[src/rtl/simon_stream_if.sv]
// simon_stream_if
// Host-side sequencer for the SIMON32/64 control core. Collects key and
// plaintext words from a 16-bit valid/ready stream, runs the core's
// newData/readData handshake, then returns the 32-bit result as two 16-bit
// words (high half first) on a valid/ready output stream.
//
// Ports:
//   clk, R                    clock (rising edge), asynchronous active-high reset
//   in_valid/in_ready         host input handshake; in_ready only while idle
//   in_cmd, in_data           00 key word, 01 plain word, 10 encrypt, 11 decrypt
//   out_valid/out_ready       result stream handshake
//   out_data                  result word
//   busy, err                 operation in progress, sticky error (cleared by R)
//   newData, readData,
//   enc_dec, plain, key       core inputs (key packed as key[M-1:0][N-1:0])
//   doneKey, doneData, cipher core outputs
//
// Optional build macro SIMON_TIMEOUT_EN adds a watchdog over REQ/HOLD/WAIT
// that aborts to IDLE with err set after 4*T+16 cycles.
module simon_stream_if #(
  parameter int N    = 16,
  parameter int M    = 4,
  parameter int T    = 32,
  parameter int HOLD = 2,
  parameter int RD   = 2
) (
  input  logic                 clk,
  input  logic                 R,
  input  logic                 in_valid,
  output logic                 in_ready,
  input  logic [1:0]           in_cmd,
  input  logic [N-1:0]         in_data,
  output logic                 out_valid,
  input  logic                 out_ready,
  output logic [N-1:0]         out_data,
  output logic                 busy,
  output logic                 err,
  output logic                 newData,
  output logic                 readData,
  output logic                 enc_dec,
  output logic [2*N-1:0]       plain,
  output logic [M-1:0][N-1:0]  key,
  input  logic                 doneKey,
  input  logic                 doneData,
  input  logic [2*N-1:0]       cipher
);

  typedef enum logic [2:0] {
    S_IDLE, S_REQ, S_HOLD, S_WAIT, S_READ, S_OUT_HI, S_OUT_LO
  } state_t;

  localparam int CMAX = (HOLD > RD) ? HOLD : RD;
  localparam int CW   = $clog2(CMAX + 1);
  localparam int KW   = (M > 1) ? $clog2(M) : 1;
  localparam logic [CW-1:0] HOLD_LAST = CW'(HOLD - 1);
  localparam logic [CW-1:0] RD_LAST   = CW'(RD - 1);
  localparam logic [KW-1:0] K_LAST    = KW'(M - 1);

  state_t          state, state_next;
  logic [CW-1:0]   cnt;
  logic [KW-1:0]   kidx;
  logic            pidx;
  logic            key_full;
  logic [2*N-1:0]  rbuf;
  logic            accept;
  logic            wd_fire;
  logic            wd_abort;

  assign in_ready = (state == S_IDLE);
  assign busy     = (state != S_IDLE);
  assign accept   = in_valid && in_ready;

`ifdef SIMON_TIMEOUT_EN
  localparam int WD_LIMIT = 4*T + 16;
  localparam int WW       = $clog2(4*T + 17);
  logic [WW-1:0] wd_cnt;
  logic          wd_active;

  assign wd_active = (state == S_REQ) || (state == S_HOLD) || (state == S_WAIT);
  assign wd_fire   = wd_active && (wd_cnt == WW'(WD_LIMIT - 1));

  // Watchdog only advances while waiting on the core; any idle cycle rearms it.
  always_ff @(posedge clk or posedge R) begin
    if (R)
      wd_cnt <= '0;
    else if (!wd_active)
      wd_cnt <= '0;
    else
      wd_cnt <= wd_cnt + 1'b1;
  end
`else
  assign wd_fire = 1'b0;
`endif

  always_ff @(posedge clk or posedge R) begin
    if (R)
      state <= S_IDLE;
    else
      state <= state_next;
  end

  // doneKey/doneData are looked at only in REQ and WAIT, so an early doneData
  // cannot shorten the HOLD window.
  always_comb begin
    state_next = state;
    wd_abort   = 1'b0;
    case (state)
      S_IDLE:   if (accept && in_cmd[1] && key_full) state_next = S_REQ;
      S_REQ:    if (doneKey)          state_next = S_HOLD;
      S_HOLD:   if (cnt == HOLD_LAST) state_next = S_WAIT;
      S_WAIT:   if (doneData)         state_next = S_READ;
      S_READ:   if (cnt == RD_LAST)   state_next = S_OUT_HI;
      S_OUT_HI: if (out_ready)        state_next = S_OUT_LO;
      S_OUT_LO: if (out_ready)        state_next = S_IDLE;
      default:                        state_next = S_IDLE;
    endcase
    // A result arriving on the expiry edge still counts as reaching READ.
    if (wd_fire && (state_next != S_READ)) begin
      state_next = S_IDLE;
      wd_abort   = 1'b1;
    end
  end

  // Host-side registers: key/plain assembly, operation mode and error flag.
  always_ff @(posedge clk or posedge R) begin
    if (R) begin
      key      <= '0;
      plain    <= '0;
      kidx     <= '0;
      pidx     <= 1'b0;
      key_full <= 1'b0;
      enc_dec  <= 1'b0;
      err      <= 1'b0;
    end else begin
      if (accept) begin
        case (in_cmd)
          2'b00: begin
            key[kidx] <= in_data;
            if (kidx == K_LAST) begin
              kidx     <= '0;
              key_full <= 1'b1;
            end else begin
              kidx <= kidx + 1'b1;
            end
          end
          2'b01: begin
            if (!pidx)
              plain[2*N-1:N] <= in_data;
            else
              plain[N-1:0]   <= in_data;
            pidx <= ~pidx;
          end
          default: begin
            if (key_full) begin
              enc_dec <= ~in_cmd[0];
              pidx    <= 1'b0;
            end else begin
              err <= 1'b1;
            end
          end
        endcase
      end
      if (wd_abort)
        err <= 1'b1;
    end
  end

  // Core-facing and result outputs are registered from the next state so they
  // line up with the state they belong to without any combinational path.
  always_ff @(posedge clk or posedge R) begin
    if (R) begin
      newData   <= 1'b0;
      readData  <= 1'b0;
      out_valid <= 1'b0;
      out_data  <= '0;
      rbuf      <= '0;
      cnt       <= '0;
    end else begin
      newData   <= (state_next == S_REQ) || (state_next == S_HOLD);
      readData  <= (state_next == S_READ);
      out_valid <= (state_next == S_OUT_HI) || (state_next == S_OUT_LO);
      cnt       <= (state_next != state) ? '0 : cnt + 1'b1;
      if ((state == S_WAIT) && (state_next == S_READ))
        rbuf <= cipher;
      if ((state == S_READ) && (state_next == S_OUT_HI))
        out_data <= rbuf[2*N-1:N];
      if ((state == S_OUT_HI) && (state_next == S_OUT_LO))
        out_data <= rbuf[N-1:0];
    end
  end

endmodule

[config.mk]
export PLATFORM = sky130hd
export DESIGN_NAME = simon_stream_if
export DESIGN_NICKNAME = d
export VERILOG_FILES = /design/src/rtl/simon_stream_if.sv
export SDC_FILE = /design/constraint.sdc
export NUM_CORES = 1
export LEC_CHECK = 0
export ABC_CLOCK_PERIOD_IN_PS = 4400
export CORE_MARGIN = 2
export CORE_UTILIZATION = 43
export DETAILED_ROUTE_END_ITERATION = 8
export PLACE_DENSITY = 0.83
export SLEW_MARGIN = 20
export SYNTH_ARGS = -nofsm -noshare
export SYNTH_HDL_FRONTEND = slang
export SYNTH_SLANG_ARGS = --single-unit
[constraint.sdc]
create_clock -name clk -period 4.4 [get_ports clk]
set_input_delay 0.44 -clock clk [delete_from_list [all_inputs] [get_ports clk]]
set_output_delay 0.44 -clock clk [all_outputs]
set_load 0.01 [all_outputs]
==> impl_metrics.yaml, run 1 <==
run_status:
  status: "complete, no violations"
logic_synthesis:
  ys.flop_type: "dfrtp_1"
  syn-num-nets: 484
  ys_warn_count: 0
  netlist_area_um2: 6350
  synth-seq-cells: 158
  synth.distinct_cells: 36
  synth_cells: 423
  yosysSeqAreaShare_pct: 62.2
  synth_area_per_cell_um2: 15.0
  synth-edff-count: 0
  synth-async-reset-ratio_pct: 100
drt:
  ant_nets: 0
  wire_per_inst_um: 17.9
  met2_length_mm: 7.28
  wl_mm: 14.2
  drt-pass1-iter-count: 4
  wl_met1_mm: 5.60
  vias: 4025
  routed.top_layer: "met4"
  drc_errors: 0
  drt_iter0_drc: 157
  vias_per_cell: 5.08
  wl_met3_mm: 1.15
clocking:
  post_cts_buffers: 0
  post_cts_resized: 0
  cts_htree_levels: 4
  cts.clk_slew.worst_paths_ps: 60
  clockBufferDepth: 2
  clkSinkCount: 158
  cts_tree: "yes"
  cts_buffers: 17
  clk_latency_ps: 420
  cts_hold_buf: 0
  clockRootBuffer: "clkbuf_16"
final_layout:
  antennaDiodeCount: 0
  drive_above_1_share_pct: 27.5
  final_cells: 792
  final_common_cell: "clkdlybuf4s50_1"
  nNetsFinal: 659
  fin_util_pct: 60.7
  layout_common_cells: "clkdlybuf4s50_1, dfrtp_1, mux2_2"
  area_growth_pct: 38.4
  fill_cells: 1112
floorplan:
  pin_count: 175
  core-area_um2: 14500
  die_height_um: 126
  core.rowCount: 44
  dieWidth_um: 126
  start_util_pct: 43.9
  dieArea_um2: 15800
pwr:
  pwr_density_cell_nw_per_um2: 712
  ir_worst_vdd_uv: 353
  leakagePower_nw: 3.98
place:
  dp.cells: 763
  portBuffers: 174
  dp_hpwl_mm: 9.54
  place.gp.congestion: 0.778
timing:
  holdWs_ps: 453
  hold_viol: 0
  finalClockSkew_ps: 9.06
  setup_tns_ps: 0
  timing.slew.headroom_pct: 31.7
  rsz0062_at_grt: "no"
  setup_violations: 0
  timing.fmax_mhz: 346
  drv_slew: 0
  fin_crit_sh_pct: 65.8
  period_needed_ps: 2890
  max_slew.worst_pin.slew_ps: 1020
grt:
  grtUsageTotal_pct: 18.7
  grt_pass1_wl_mm: 23.0
  grt_start_max_net_pins: 159
  grt_pass1_vias: 4389
  grt_overflow_total: 0
  antenna_found_initial: 0
critical_path:
  crit_arrival_ps: 3180
  path_class: "flop to flop"
  path_max_fanout: 16
  worstSetupStartpointType: "flop"
  required_ps: 4690
  r2r_cells: 4
  cp-end-kind: "flop"
worst_hold_path:
  hold_depth: 1
  worst_hold_path_type: "flop to flop"
job:
  cap_viol_max_count: 0
## worst paths after layout
path / slack [ps] / to / start
worst min register to register: 450 / cnt[0] / cnt[0]
worst max register to register: 1510 / key[10] / state[1]
max in group asynchronous: 3120 / key[33] / R
worst max-delay path: 1510 / key[10] / state[1]
worst min-delay path: 450 / cnt[0] / cnt[0]
min in group asynchronous: 540 / plain[8] / R
## registers in the layout (all words and copies together) (netlist names)
name       cells
cnt            2
enc_dec        1
err            1
key           64
key_full       1
kidx           2
newData        1
out_data      16
out_valid      1
pidx           1
plain         32
rbuf          32
readData       1
state          3
## power breakdown
| part | leakage (nW) | internal (W) | switching, W | total (W) |
|---|---|---|---|---|
| Combinational | 1.69 | 0.00139 | 0.000864 | 0.00226 |
| Clock | 0.297 | 0.000956 | 0.000535 | 0.00149 |
| Sequential | 1.99 | 0.00210 | 0.000406 | 0.00251 |
| Total | 3.98 | 0.00445 | 0.00180 | 0.00626 |
## critical path, stage by stage (launching register included)
cell,delay (ps)
dfrtp_1,520
or4b_1,670
nor3_4,280
and2_1,860
mux2_2,430
## through the flow
stage | worst slack (ps) | instance area, um2 | total power (W)
after global placement | 1200 | 8170 | 0.00467
final | 1510 | 8790 | 0.00626
after floorplan | 1960 | 6360 | 0.00353
after CTS | 1480 | 8790 | 0.00632
after detailed placement | 1180 | 8180 | 0.00480
after global routing | 1370 | 8790 | 0.00661
## Yosys cell counts, types with 2 or more instances
| cell type | n | area (um2) |
|---|---|---|
| or3_1 | 2 | 12.5 |
| buf_2 | 2 | 10.0 |
| a21oi_1 | 16 | 80.1 |
| o21ai_0 | 4 | 20.0 |
| or2_2 | 2 | 12.5 |
| nor2_1 | 20 | 75.1 |
| and2_1 | 4 | 25.0 |
| ha_1 | 5 | 62.6 |
| nand2b_1 | 2 | 12.5 |
| clkbuf_1 | 9 | 33.8 |
| o21a_1 | 2 | 15.0 |
| mux2_2 | 128 | 1440 |
| buf_6 | 7 | 78.8 |
| dfrtp_1 | 158 | 3950 |
| mux2i_1 | 19 | 190 |
| buf_12 | 4 | 80.1 |
| nand2_1 | 11 | 41.3 |
| inv_1 | 10 | 37.5 |
## layout make-up
type,count,area (um2),share of cell area (%)
clock buffers,23,498,5.67
inverters,10,41.3,0.470
flip-flops and latches,158,3950,45.0
clock inverters,6,108,1.22
repair buffers,178,1790,20.3
well taps,184,230,2.62
multi-input cells,233,2170,24.7
## kinds of logic (layout without fill, tap and decap cells)
logic type	count (synthesis)	after routing	synth area share [%]
adders and majority gates	5	5	0.985
buffers and inverters	32	217	3.78
and+or+nand+nor	49	49	4.21
AOI/OAI and AO/OA	31	31	2.95
xor gates and xnor gates	1	1	0.138
muxes	147	147	25.7
DFF	158	158	62.2
## metal layers
layer	global-route usage, %	vias up
li1	-	1823
met1	21.4	2052
met2	32.2	134
met3	7.74	16
met4	5.36	0
met5	0	-
Power figures use the tool's default switching activity.
==> run 2: changes to the inputs <==
- ABC_CLOCK_PERIOD_IN_PS: 4400 -> 2900
- CORE_UTILIZATION: 43 -> 48
- PLACE_DENSITY: 0.83 -> 0.87
- clock period: 4.4 -> 2.9 ns (I/O delays scaled with it)
==> run 2 against run 1 <==
Net effect:
- design area up 1.4%
- worst hold slack worse by 150 ps
- clock skew down 3.6 ps
- sequential share of layout area down 0.61 points
- clock power up 62%
- routed wire length down 0.75%
- total power up 54%
- largest power group unchanged
- flip-flop and latch count unchanged
==> impl_metrics.yaml, run 2 (synthesis gave the netlist of run 1 again) <==
run_status:
  status: "complete, no violations"
timing:
  fin_crit_sh_pct: 83.8
  setup_violations: 0
  timing.slew.headroom_pct: 34.9
  finalClockSkew_ps: 5.45
  period_needed_ps: 2430
  drv_slew: 0
  rsz0062_at_grt: "no"
  hold_viol: 0
  holdWs_ps: 298
  max_slew.worst_pin.slew_ps: 976
  setup_tns_ps: 0
  timing.fmax_mhz: 412
pwr:
  leakagePower_nw: 4.06
  comb_power_share_pct: 35.7
  intPower_w: 0.00687
  pwr-share-seq_pct: 39.3
  ir_worst_vdd_uv: 604
  switchingPower_w: 0.00276
  pwr_density_cell_nw_per_um2: 1080
  swShare_pct: 28.6
  clock_power_share_pct: 25.0
final_layout:
  top_regs: "key (64), plain (32), rbuf (32)"
  largest_reg_flops: 64
  final_common_cell: "clkdlybuf4s50_1"
  nNetsFinal: 670
  layout_common_cells: "clkdlybuf4s50_1, dfrtp_1, mux2_2"
  drive_above_1_share_pct: 29.1
  area_growth_pct: 40.3
  antennaDiodeCount: 0
  top_register: "key"
  fin_util_pct: 68.1
floorplan:
  core-area_um2: 13100
  dieArea_um2: 14200
  die_height_um: 119
  dieWidth_um: 119
  pin_count: 175
  start_util_pct: 48.5
  core.rowCount: 42
place:
  portBuffers: 174
  place.gp.congestion: 0.765
  dp_hpwl_mm: 9.94
clocking:
  post_cts_buffers: 0
  cts_tree: "yes"
  cts_hold_buf: 0
  cts_buffers: 17
  clk_latency_ps: 420
  cts_htree_levels: 4
  post_cts_resized: 0
  clkSinkCount: 158
  clockRootBuffer: "clkbuf_16"
  cts.clk_slew.worst_paths_ps: 60
  clockBufferDepth: 2
drt:
  ant_nets: 0
  wl_mm: 14.1
  drt_iter0_drc: 126
  wire_per_inst_um: 17.7
  vias: 4070
  drt-pass1-iter-count: 4
  drc_errors: 0
  vias_per_cell: 5.11
worst_hold_path:
  worst_hold_path_type: "input pin to async pin"
job:
  cap_viol_max_count: 0
grt:
  grt_start_max_net_pins: 67
  grt_pass1_vias: 4507
  antenna_found_initial: 0
  grtUsageTotal_pct: 21.4
  grt_overflow_total: 0
  grt_pass1_wl_mm: 23.5
critical_path:
  path_class: "flop to flop"
  slowest_delay_ps: 680
  required_ps: 3200
  crit_chain: "or4b_1 > nor3_4 > and2_1 > buf_12 > mux2_2"
  cp-end-kind: "flop"
  worstSetupStartpointType: "flop"
  crit_arrival_ps: 2730
  path_max_fanout: 15
  critPathSlowestCell: "or4b_1"
==> run 2: layout make-up <==
cell class,count,area (um2)
clock buffer,19,453
multi-input combinational,233,2170
tap,176,220
timing repair buffer,189,1880
sequential,158,3950
inverter,10,41.3
fill,893,4180
clock inverter,12,191
==> run 2: worst max-delay path, delay by kind of cell (launching register included) <==
family | cells | cell delay (ps)
multiplexers | 1 | 350
flip-flops | 1 | 530
buffers and inverters | 1 | 180
AND/OR/NAND/NOR | 3 | 1250
==> run 2: final timing paths <==
check / startpoint / slack [ps] / endpoint / depth (start not counted)
worst max-delay path: state[1] / 470 / key[54] / 5
max in group asynchronous: R / 1860 / key[55] / 3
worst min register to register: cnt[0] / 450 / cnt[0] / 1
worst min-delay path: R / 300 / enc_dec / 2
worst max register to register: state[1] / 470 / key[54] / 5
min in group clk: cnt[0] / 450 / cnt[0] / 1
==> run 2: power by group through the flow <==
stage | Sequential, W | Combinational (W) | Clock (W)
6_report | 0.00379 | 0.00343 | 0.00241
5_1_grt | 0.00392 | 0.00370 | 0.00256
4_1_cts | 0.00379 | 0.00349 | 0.00244
3_5_place_dp | 0.00381 | 0.00346 | 0
3_3_place_gp | 0.00375 | 0.00335 | 0
2_1_floorplan | 0.00399 | 0.00135 | 0
==> run 2: stage by stage <==
step | cell area (um2) | power (W) | worst slack (ps) | std cells
4_1_cts | 8910 | 0.00972 | 467 | 797
3_3_place_gp | 8270 | 0.00710 | 401 | 766
5_1_grt | 8910 | 0.0102 | 332 | 797
3_5_place_dp | 8270 | 0.00728 | 299 | 766
2_1_floorplan | 6360 | 0.00535 | 609 | 423
6_report | 8910 | 0.00963 | 470 | 797
==> run 2: routing by layer <==
layer  global-route usage, %  vias to the layer above  wire length [um]
li1                        -                     1846                 -
met1                    25.2                     2067              5630
met2                    36.1                      135              7170
met3                    7.47                       22              1030
met4                    7.96                        0               244
met5                       0                        -                 0
==> run 3: changes to the inputs <==
- ABC_CLOCK_PERIOD_IN_PS: 2900 -> 2000
- CORE_UTILIZATION: 48 -> 43
- PLACE_DENSITY: 0.87 -> 0.83
- clock period: 2.9 -> 2 ns (I/O delays scaled with it)
==> run 3 against run 2 <==
Net effect:
- the run now ends with negative setup slack left
- register-to-register slack worse by 540 ps
- total power grew 53%
- combinational power grew 64%
- final cell count increased by 2.9%
- routed wire length is 14% higher
- die area rose by 11%
- flip-flop and latch count did not move
- design area rose by 7.3%
- first-iteration DRC count grew 33%
- sequential power is 46% higher
- worst hold slack got worse by 160 ps
==> impl_metrics.yaml, run 3 (synthesis gave the netlist of run 1 again) <==
run_status:
  status: "finished with violations"
  violations: "negative setup slack"
pwr:
  intPower_w: 0.0105
  pwr-share-seq_pct: 37.6
  comb_power_share_pct: 38.3
  switchingPower_w: 0.00421
  pwr_density_cell_nw_per_um2: 1540
  swShare_pct: 28.6
  leakagePower_nw: 4.37
  clock_power_share_pct: 24.0
  ir_worst_vdd_uv: 867
final_layout:
  largest_reg_flops: 64
  antennaDiodeCount: 0
  fin_util_pct: 66.1
  top_regs: "key (64), plain (32), rbuf (32)"
  layout_common_cells: "clkdlybuf4s50_1, dfrtp_1, mux2_4"
  top_register: "key"
  nNetsFinal: 687
  drive_above_1_share_pct: 31.9
  final_cells: 820
  final_common_cell: "clkdlybuf4s50_1"
  area_growth_pct: 50.6
critical_path:
  worstSetupStartpointType: "flop"
  path_max_fanout: 16
  required_ps: 2280
  critPathSlowestCell: "or4b_4"
  crit_chain: "or4b_4 > nor3_4 > buf_4 > and2_4 > buf_12 > mux2_4"
  crit_arrival_ps: 2350
  cp-end-kind: "flop"
  slowest_delay_ps: 590
  crit_family: "simple AND/OR/NAND/NOR gates"
  crit_buf_inv: 2
  path_class: "flop to flop"
  cp_num_cells: 6
  r2r_cells: 6
clocking:
  clkSinkCount: 158
  cts_hold_buf: 0
  cts_buffers: 17
  cts_tree: "yes"
  clk_latency_ps: 410
  cts_htree_levels: 4
  cts.clk_slew.worst_paths_ps: 60
  clockBufferDepth: 2
  clockRootBuffer: "clkbuf_16"
worst_hold_path:
  worst_hold_path_type: "input pin to async pin"
timing:
  fin_crit_sh_pct: 103
  fin_ws_ps: -69.5
  holdWs_ps: 141
  setup_violations: 62
  setup_tns_ps: -1530
  max_slew.worst_pin.slew_ps: 427
  timing.slew.headroom_pct: 71.5
  drv_slew: 0
  timing.fmax_mhz: 483
  period_needed_ps: 2070
  hold_viol: 0
  finalClockSkew_ps: 7.33
  rsz0062_at_grt: "yes"
drt:
  wl_mm: 16.1
  drt-pass1-iter-count: 4
  vias_per_cell: 5.12
  drt_iter0_drc: 167
  vias: 4200
  drc_errors: 0
  ant_nets: 0
  wire_per_inst_um: 19.6
floorplan:
  dieArea_um2: 15800
  start_util_pct: 43.9
  dieWidth_um: 126
  core-area_um2: 14500
  die_height_um: 126
  core.rowCount: 44
  pin_count: 175
place:
  dp.cells: 780
  dp_slack_ps: -396
  dp_hpwl_mm: 10.4
  portBuffers: 174
  place.gp.congestion: 0.753
grt:
  grt_start_max_net_pins: 62
  grtUsageTotal_pct: 20.2
  grt_overflow_total: 0
  grt_pass1_wl_mm: 24.8
  grt_pass1_vias: 4482
  antenna_found_initial: 0
job:
  cap_viol_max_count: 0
[run 3: cell types whose count changed in the layout (fill, tap and decap cells not counted), sizes merged]
cell,previous run,this run
inv,9,10
clkdlybuf4s50,174,172
clkdlybuf4s15,0,1
clkbuf,19,25
clkinv,6,2
buf,15,28
[run 3: metal layers]
layer  wire [um]  vias up  GRT usage, %  part of all wire, %
met1        6460     2142          24.4                   40
met2        8460      146          35.3                   53
met3         910       21          5.26                  5.7
li1            -     1891             -                    -
met5           0        -             0                    0
met4         248        0          6.54                  1.5
[run 3: final timing paths]
| path | slack (ps) | to | from |
|---|---|---|---|
| setup / recovery | -70 | key[47] | state[1] |
| hold / removal | 140 | key[5] | R |
| setup reg to reg | -70 | key[47] | state[1] |
| hold reg to reg | 440 | cnt[0] | cnt[0] |
| max in group asynchronous | 1170 | pidx | R |
| min in group clk | 400 | rbuf[28] | cipher[28] |
[run 3: final cells by class]
| cell class | count | area (um2) |
|---|---|---|
| Clock buffer | 20 | 467 |
| Clock inverter | 9 | 184 |
| Fill cell | 1050 | 4910 |
| Inverter | 10 | 41.3 |
| Multi-Input combinational cell | 233 | 2500 |
| Sequential cell | 158 | 3950 |
| Tap cell | 184 | 230 |
| Timing Repair Buffer | 206 | 2190 |
[run 3: metrics by stage]
step,total power [W],area (um2)
2_1_floorplan,0.00808,6610
3_3_place_gp,0.0107,8660
3_5_place_dp,0.0110,8660
4_1_cts,0.0148,9440
5_1_grt,0.0155,9560
6_report,0.0147,9560
[run 3: power by group through the flow]
stage          clock, W  sequential, W  combinational [W]
2_1_floorplan         0        0.00581            0.00227
3_3_place_gp          0        0.00544            0.00529
3_5_place_dp          0        0.00554            0.00551
4_1_cts         0.00361        0.00552            0.00565
5_1_grt         0.00374        0.00570            0.00603
6_report        0.00353        0.00554            0.00564
[run 3: repair_timing]
action,4_1_cts,5_1_grt
buffers inserted,4,2
gates cloned,1,4
hold endpoints to repair,0,0
pin swaps,1,1
endpoints found under the setup margin,98,96
gates resized for setup,23,5
